File: config.mk
export PLATFORM = sky130hd
export DESIGN_NAME = uart_word_transmitter
export DESIGN_NICKNAME = d
export VERILOG_FILES = /design/src/rtl/uart_word_transmitter.sv
export SDC_FILE = /design/constraint.sdc
export NUM_CORES = 1
export LEC_CHECK = 0
export CAP_MARGIN = 25
export CORE_AREA = 2 2 109 111
export DETAILED_ROUTE_END_ITERATION = 10
export DIE_AREA = 0 0 111 113
export PLACE_DENSITY = 0.86
export SLEW_MARGIN = 10
export SYNTH_ARGS = -nofsm -noshare
export SYNTH_HDL_FRONTEND = slang
export SYNTH_SLANG_ARGS = --single-unit
File: constraint.sdc
create_clock -name clk_i -period 4.3 [get_ports clk_i]
set_input_delay 0.645 -clock clk_i [delete_from_list [all_inputs] [get_ports clk_i]]
set_output_delay 0.645 -clock clk_i [all_outputs]
set_load 0.01 [all_outputs]
File: src/rtl/uart_word_transmitter.sv
// uart_word_transmitter
//   8N1 UART transmitter for the return path of the ICCM programming link.
//   32-bit words enter a small FIFO through a valid/ready port and are sent
//   as BYTES_PER_WORD bytes, low byte first, each byte framed as one start
//   bit (0), eight data bits LSB first and one stop bit (1).
//   The bit period comes from clks_per_bit_i at run time and is captured at
//   the start of every byte.
// Ports
//   clk_i           system clock
//   rst_i           synchronous reset, active-high; flushes FIFO, line goes high
//   clks_per_bit_i  clk_i cycles per UART bit (0 behaves as 1)
//   tx_valid_i      tx_word_i holds a word to send
//   tx_word_i       word to send
//   tx_ready_o      FIFO can accept a word (not full)
//   tx_serial_o     UART line, idles high
//   tx_active_o     a frame is in progress (START/DATA/STOP)
//   tx_done_o       1-cycle pulse after the last stop bit of a word
//   fifo_level_o    words held in the FIFO (excludes the word being shifted)
//   state_o         current FSM state, for debug and checkers
module uart_word_transmitter #(
    parameter int BYTES_PER_WORD = 4,
    parameter int FIFO_DEPTH     = 2
) (
    input  logic                        clk_i,
    input  logic                        rst_i,
    input  logic [15:0]                 clks_per_bit_i,
    input  logic                        tx_valid_i,
    input  logic [31:0]                 tx_word_i,
    output logic                        tx_ready_o,
    output logic                        tx_serial_o,
    output logic                        tx_active_o,
    output logic                        tx_done_o,
    output logic [$clog2(FIFO_DEPTH):0] fifo_level_o,
    output logic [1:0]                  state_o
);
    localparam int          AW         = $clog2(FIFO_DEPTH);
    localparam logic [1:0]  LAST_BYTE  = 2'(BYTES_PER_WORD - 1);
    localparam logic [AW:0] FULL_LEVEL = (AW + 1)'(FIFO_DEPTH);
    localparam logic [AW:0] ONE_LEVEL  = (AW + 1)'(1);
    localparam logic [AW-1:0] ONE_PTR  = AW'(1);

    typedef enum logic [1:0] {
        IDLE  = 2'd0,
        START = 2'd1,
        DATA  = 2'd2,
        STOP  = 2'd3
    } state_t;

    // ------------------------------------------------------------------
    // Word FIFO.
    // Handshake: a word is transferred on a rising clk_i edge where
    // tx_valid_i and tx_ready_o are both high. tx_ready_o is a function of
    // the FIFO level only (never of tx_valid_i); a full FIFO refuses the
    // push even if the FSM pops in the same cycle.
    // ------------------------------------------------------------------
    logic [31:0]   mem_q [FIFO_DEPTH];
    logic [AW-1:0] wr_ptr_q;
    logic [AW-1:0] rd_ptr_q;
    logic [AW:0]   level_q;
    logic          full;
    logic          empty;
    logic          push;
    logic          pop;

    assign full  = (level_q == FULL_LEVEL);
    assign empty = (level_q == '0);
    assign push  = tx_valid_i && !full;

    always_ff @(posedge clk_i) begin
        if (push && !rst_i) begin
            mem_q[wr_ptr_q] <= tx_word_i;
        end
    end

    always_ff @(posedge clk_i) begin
        if (rst_i) begin
            wr_ptr_q <= '0;
            rd_ptr_q <= '0;
            level_q  <= '0;
        end else begin
            if (push) wr_ptr_q <= wr_ptr_q + ONE_PTR;
            if (pop)  rd_ptr_q <= rd_ptr_q + ONE_PTR;
            if (push && !pop) begin
                level_q <= level_q + ONE_LEVEL;
            end else if (pop && !push) begin
                level_q <= level_q - ONE_LEVEL;
            end
        end
    end

    // ------------------------------------------------------------------
    // Serializer FSM
    // ------------------------------------------------------------------
    state_t      state_q, state_d;
    logic [15:0] cnt_q, cnt_d;
    logic [15:0] period_q, period_d;
    logic [2:0]  bit_idx_q, bit_idx_d;
    logic [1:0]  byte_cnt_q, byte_cnt_d;
    logic [31:0] shift_q, shift_d;
    logic        serial_q, serial_d;
    logic        done_q, done_d;

    logic [15:0] period_in;
    logic        bit_end;
    logic [7:0]  cur_byte;

    assign period_in = (clks_per_bit_i == 16'd0) ? 16'd1 : clks_per_bit_i;
    assign bit_end   = (cnt_q == period_q - 16'd1);
    assign cur_byte  = shift_q[7:0];

    always_ff @(posedge clk_i) begin
        if (rst_i) begin
            state_q    <= IDLE;
            cnt_q      <= 16'd0;
            period_q   <= 16'd1;
            bit_idx_q  <= 3'd0;
            byte_cnt_q <= 2'd0;
            shift_q    <= 32'd0;
            serial_q   <= 1'b1;
            done_q     <= 1'b0;
        end else begin
            state_q    <= state_d;
            cnt_q      <= cnt_d;
            period_q   <= period_d;
            bit_idx_q  <= bit_idx_d;
            byte_cnt_q <= byte_cnt_d;
            shift_q    <= shift_d;
            serial_q   <= serial_d;
            done_q     <= done_d;
        end
    end

    always_comb begin
        state_d    = state_q;
        period_d   = period_q;
        bit_idx_d  = bit_idx_q;
        byte_cnt_d = byte_cnt_q;
        shift_d    = shift_q;
        serial_d   = serial_q;
        done_d     = 1'b0;
        pop        = 1'b0;
        // Bit-period counter: 0..period-1, restarting at every bit boundary.
        cnt_d      = bit_end ? 16'd0 : cnt_q + 16'd1;

        case (state_q)
            IDLE: begin
                cnt_d    = 16'd0;
                serial_d = 1'b1;
                if (!empty) begin
                    pop        = 1'b1;
                    shift_d    = mem_q[rd_ptr_q];
                    byte_cnt_d = 2'd0;
                    period_d   = period_in;
                    state_d    = START;
                    serial_d   = 1'b0;
                end
            end
            START: begin
                if (bit_end) begin
                    state_d   = DATA;
                    bit_idx_d = 3'd0;
                    serial_d  = cur_byte[0];
                end
            end
            DATA: begin
                if (bit_end) begin
                    if (bit_idx_q == 3'd7) begin
                        state_d  = STOP;
                        serial_d = 1'b1;
                    end else begin
                        bit_idx_d = bit_idx_q + 3'd1;
                        serial_d  = cur_byte[bit_idx_q + 3'd1];
                    end
                end
            end
            STOP: begin
                if (bit_end) begin
                    if (byte_cnt_q != LAST_BYTE) begin
                        // Next byte of the same word follows with no idle gap.
                        byte_cnt_d = byte_cnt_q + 2'd1;
                        shift_d    = {8'h00, shift_q[31:8]};
                        period_d   = period_in;
                        state_d    = START;
                        serial_d   = 1'b0;
                    end else begin
                        done_d = 1'b1;
                        if (!empty) begin
                            // Chain straight into the next queued word.
                            pop        = 1'b1;
                            shift_d    = mem_q[rd_ptr_q];
                            byte_cnt_d = 2'd0;
                            period_d   = period_in;
                            state_d    = START;
                            serial_d   = 1'b0;
                        end else begin
                            state_d  = IDLE;
                            serial_d = 1'b1;
                        end
                    end
                end
            end
            default: begin
                state_d  = IDLE;
                serial_d = 1'b1;
            end
        endcase
    end

    assign tx_ready_o   = !full;
    assign tx_serial_o  = serial_q;
    assign tx_active_o  = (state_q != IDLE);
    assign tx_done_o    = done_q;
    assign fifo_level_o = level_q;
    assign state_o      = state_q;

endmodule

# Yosys cells after proc, flatten, opt, wreduce, memory -nomap -nowiden
# Memory sizes are Yosys's and may differ from the RTL's. A register that Yosys moved wholly into a read port is not among the register bits.
# Index checks and enable logic that the tools add are counted.
# classes
add_sub_neg,8
multipliers,0
div_mod_pow,0
order_cmp,1
n_eq_ne,13
shifts,0
muxes,45
bitwise,2
n_reduce_logical,21
# op_table
operator,n
32-bit two-way mux,3
16-bit two-way mux,4
32-bit one-hot mux with 2 select lines,1
16-bit one-hot mux with 2 select lines,1
2-bit two-way mux,10
1-bit two-way mux,17
"16-bit by 1-bit adder with 16-bit output, second input constant",1
16-bit == test,1
16-bit zero test,1
"16-bit by 1-bit subtractor with 16-bit output, second input constant",1
"2-bit inequality test, second input constant",7
3-bit two-way mux,3
2-bit one-hot mux with 4 select lines,1
2-bit nonzero test,4
"2-bit == test, second input constant",3
3-bit one-hot mux with 2 select lines,1
3-bit OR reduction,2
5-bit AND reduction,1
"2-bit by 1-bit adder with 2-bit output, second input constant",2
1-bit logical AND,4
1-bit zero test,4
2-bit zero test,2
"3-bit by 4-bit less-than comparator with 1-bit output, second input constant",1
1-bit one-hot mux with 4 select lines,1
other kinds (12),14
# word_totals
reg_bits,77
latch_bits,0
ram_bits,64
mem_bits_ro,0
inputBits,51
output_inout_bits,8
wordCells,102
memories,1
# memory_table
name,depth,word_bits,read_ports,rd_clocked_by_memory_dff,wr,line,rtl
mem_q,2,32,1,1,1,56,logic [31:0] mem_q [FIFO_DEPTH];

# Longest topological paths before layout
# depth
depth_word,8
mapped_depth,12
ltp_nobuf,12

# Least setup slack after synthesis
# Ideal clock, no wire load.
# synth_timing
path_type,input to register
start,input port rst_i
end,"memory mem_q[0][0], enable pin"
setup_time_ps,461
arrival_ps,3466
required_time_ps,3839
setup_slack_ps,373
path_stages,4
path_buffers,3
path_cell_list,clkbuf_1 clkbuf_1 clkbuf_1 nor3_1
# synth_via
elab_chain_cells,4
# synth_lines
item,line,rtl
start: declaration,25,"input logic rst_i,"
1-bit zero test,70,if (push && !rst_i) begin
1-bit logical AND,70,
1-bit two-way mux,70,
1-bit two-way mux (implied by the code),71,mem_q[wr_ptr_q] <= tx_word_i;
end: declaration,56,
# No other way between the ends.

# Worst setup path after layout
# layout_timing
start,register period_q[0]
end,"register level_q[1], in the netlist fifo_level_o[1]"
# layout_via
elab_chain_cells,7
word_cells_on_any_way,9
classes_between,add/sub: 1; eq/ne: 1; mux: 3; reduce/logical: 4
# layout_lines
item,line,rtl
start: declaration,96,"logic [15:0] period_q, period_d;"
start signal: assignment,124,period_q <= period_d;
16-bit by 1-bit subtractor with 16-bit output (*),108,assign bit_end = (cnt_q == period_q - 16'd1);
16-bit == test (*),108,
1-bit two-way mux (*),177,if (bit_end) begin
1-bit one-hot mux with 2 select lines (*),145,case (state_q)
1-bit zero test,83,if (push && !pop) begin
1-bit logical AND,83,
2-bit two-way mux / 2-bit nonzero test (equally long branches),-,
end signal: assignment,84,level_q <= level_q + ONE_LEVEL;
end signal: assignment,86,level_q <= level_q - ONE_LEVEL;
end: declaration,59,logic [AW:0] level_q;
# Mark *: on every way between the ends. The rest lies on a longest branch, timed or not.
# A chain may end at the register's enable or synchronous reset.

==> impl_metrics.sql <==
INSERT INTO impl_metrics (metric_group, metric, value, unit) VALUES
('sta', 'finalCriticalPeriod', '3.41', 'ns'),
('final_layout', 'stdcell_count', '775', ''),
('cts', 'tritoncts', 'built', ''),
('global_route', 'first_global_vias', '4597', ''),
('synth', 'synth_xor_area_frac', '0.0541', ''),
('die', 'fp.dieArea', '0.0125', 'mm²'),
('cts', 'cts.reportedPaths.clkPinSlew', '0.06', 'ns'),
('global_route', 'grt_overflow_total', '0', ''),
('sta', 'setup_repair_after_global_routing_missed_its_margin', 'no', ''),
('cts', 'cts_root_buffer', 'sky130_fd_sc_hd__clkbuf_16', ''),
('critical_path', 'worst-endpoint-required', '4.64', 'ns'),
('global_route', 'antenna_found_initial', '0', ''),
('sta', 'hold_violations', '0', ''),
('critical_path', 'crit_path_cell_trace', 'inv_1 -> ha_1 -> nor3b_2 -> and3_1 -> o2111ai_1 -> a2111o_1 -> o41ai_1 -> nand2_1 -> ha_1 -> or3_1 -> a21oi_1', ''),
('die', 'chipWidth', '111', 'µm'),
('pwr', 'switchingPower', '0.00204', 'W'),
('routing', 'via_per_inst', '5.93', ''),
('routing', 'dr.pass1.iters', '4', ''),
('sta', 'slew-limit-headroom', '0.330', ''),
('synth', 'synth_top_area_cell', 'sky130_fd_sc_hd__edfxtp_1', ''),
('synth', 'post_synth_main_area_contributors', 'sky130_fd_sc_hd__edfxtp_1, sky130_fd_sc_hd__dfxtp_1, sky130_fd_sc_hd__mux2i_1, sky130_fd_sc_hd__a211oi_1, sky130_fd_sc_hd__nor2_1', ''),
('placed_design', 'numPlacedInstances', '743', ''),
('global_route', 'pin_count_of_the_biggest_net_entering_global_routing', '53', ''),
('run', 'max_cap_violations', '0', ''),
('critical_path', 'crit_path_max_fanout', '6', ''),
('final_layout', 'multi_input_area', '0.00268', 'mm²'),
('global_route', 'groute.usage.overall', '0.224', ''),
('synth', 'synth_top_cell_area_share', '0.304', ''),
('synth', 'synth-compound-area-share', '0.152', ''),
('synth', 'synth_enable_flop_cells', '64', ''),
('synth', 'synth_seq_area_share', '0.551', ''),
('critical_path', 'timing.critical_path.buf_inv', '1', ''),
('sta', 'timing_worst_slew_pin_value', '1.00', 'ns'),
('cts', 'htreeDepth', '4', ''),
('cts', 'clock-sinks', '142', ''),
('sta', 'setup_slack', '0.887', 'ns'),
('synth', 'synth_commonest_cells', 'sky130_fd_sc_hd__nor2_1, sky130_fd_sc_hd__dfxtp_1, sky130_fd_sc_hd__edfxtp_1', ''),
('cts', 'worst_skew_pair.late_latency', '0.42', 'ns'),
('pwr', 'cellLeakagePower', '2.72', 'nW'),
('cts', 'cts_hold_buffers', '0', ''),
('synth', 'synthesis.instances', '571', ''),
('final_layout', 'final_layout_size_suffix_gt1_frac', '0.0823', ''),
('pwr', 'seq_power_share', '0.361', ''),
('critical_path', 'critical_path.most_common_cell', 'sky130_fd_sc_hd__ha_1', ''),
('sta', 'setup_viol', '0', ''),
('hold_path', 'worst_hold_path_type', 'reg2reg', ''),
('synth', 'synthMostInstantiatedCell', 'sky130_fd_sc_hd__nor2_1', ''),
('critical_path', 'timing.critical_path.slowest_stage_cell', 'sky130_fd_sc_hd__a2111o_1', ''),
('cts', 'cts.repair_timing.setup_buffer_count', '0', ''),
('synth', 'synth-adder-area-share', '0.0198', ''),
('sta', 'drv_slew', '0', ''),
('die', 'fp.coreArea', '0.0113', 'mm²'),
('critical_path', 'critPathKind', 'reg2reg', ''),
('pwr', 'pwr_density_cell', '733', 'mW/mm²'),
('sta', 'min_period_over_period', '0.794', ''),
('die', 'start_util', '0.561', ''),
('critical_path', 'worst_setup_path_start_kind', 'flip-flop', ''),
('pwr', 'vdd.ir_drop.worst', '0.526', 'mV'),
('routing', 'routed-via-count', '4596', ''),
('critical_path', 'critical-path-max-stage-delay', '0.48', 'ns'),
('routing', 'wirelength', '13.5', 'mm'),
('synth', 'mux_contribution_to_synthesized_area', '0.0707', ''),
('critical_path', 'worst-endpoint-arrival', '3.75', 'ns'),
('run_status', 'outcome', 'finished clean', ''),
('placed_design', 'place.port_buffers', '58', ''),
('synth', 'synth.ff_latch_count', '142', ''),
('placed_design', 'place_worst_setup_slack', '0.890', 'ns'),
('critical_path', 'cp_top_family', 'compound AO/OA/AOI/OAI gates', ''),
('synth', 'post_synth_and_or_nand_nor_area_fraction', '0.125', ''),
('cts', 'number_of_buffers_added_by_the_clock_tree_synthesis_step', '17', ''),
('final_layout', 'antenna_cells_inserted', '0', '');
==> layout by cell type, fill, tap and decap left out, drive strengths merged, types with 2 or more instances in the layout <==
cell and instances:
o41ai 2, clkdlybuf4s50 58, or2 2, and3 6, o21ba 2, buf 6, o21ai 4, nor3b 2
inv 16, edfxtp 64, nand3b 3, a32o 2, a21oi 32, mux4 2, a22oi 2, nand2b 8
xor2 17, a211oi 49, clkinv 3, ha 10, a21o 2, nor2b 4, nor2 83, mux2i 39
clkbuf 17, o2bb2ai 8, o2111ai 2, nand4 4, bufinv 4, dfxtp 78, or3 3, nand4b 3
nand3 12, nand2 16, nor3 7, a22o 14, nor4 7, xnor2 22
==> path summary, 6_finish.rpt <==
path | startpoint | end | slack (ns) | depth (start not counted)
max reg2reg | period_q[0] | fifo_level_o[1] | 0.89 | 11
min | shift_q[29] | shift_q[29] | 0.48 | 1
max | period_q[0] | fifo_level_o[1] | 0.89 | 11
min reg2reg | shift_q[29] | shift_q[29] | 0.48 | 1
==> metal layers <==
layer	wire [µm]	up-vias	global-route usage
met5	0	-	0
met1	5670	2218	0.269
met3	674	28	0.0648
met2	6830	134	0.383
li1	-	2216	-
met4	289	0	0.0883
==> worst reg2reg max path, stage by stage (launching register included) <==
cell                        delay [ns]
sky130_fd_sc_hd__dfxtp_1          0.34
sky130_fd_sc_hd__inv_1            0.10
sky130_fd_sc_hd__ha_1             0.22
sky130_fd_sc_hd__nor3b_2          0.41
sky130_fd_sc_hd__and3_1           0.23
sky130_fd_sc_hd__o2111ai_1        0.12
sky130_fd_sc_hd__a2111o_1         0.48
sky130_fd_sc_hd__o41ai_1          0.45
sky130_fd_sc_hd__nand2_1          0.11
sky130_fd_sc_hd__ha_1             0.33
sky130_fd_sc_hd__or3_1            0.38
sky130_fd_sc_hd__a21oi_1          0.15
==> registers in the layout, summed over array words and instances, names as in the netlist, 2 cells and up, named ones only <==
name / cells
bit_idx_q: 3
byte_cnt_q: 2
cnt_q: 16
fifo_level_o: 2
mem_q: 64
period_q: 16
shift_q: 32
state_o: 2
==> kinds of logic after synthesis <==
family,Yosys count
and+or+nand+nor,164
DFF,142
AOI/OAI and AO/OA,130
buffers and inverters,44
muxes,42
xor gates and xnor gates,39
adders and majority gates,10
==> layout make-up <==
type / count / share of cell area
Sequential cell: 142 / 0.457
Multi-Input combinational cell: 385 / 0.351
Timing Repair Buffer: 64 / 0.0820
Clock buffer: 17 / 0.0558
Clock inverter: 15 / 0.0271
Tap cell: 143 / 0.0235
Inverter: 9 / 0.00443
==> through the flow <==
stage / power, W / utilization / instance area [µm²]
detailed placement: 0.00402 / 0.621 / 7000
global route: 0.00594 / 0.677 / 7630
CTS: 0.00561 / 0.677 / 7630
floorplan: 0.00353 / - / 6320
finish: 0.00559 / 0.677 / 7630
global placement: 0.00393 / 0.621 / 7000
==> power by group through the flow <==
stage / logic, W / clock network (W) / registers, W
floorplan: 0.00163 / 0 / 0.00190
global placement: 0.00190 / 0 / 0.00203
detailed placement: 0.00198 / 0 / 0.00204
CTS: 0.00201 / 0.00158 / 0.00202
global route: 0.00223 / 0.00164 / 0.00206
finish: 0.00201 / 0.00156 / 0.00202
(Power assumes the default switching activity.)
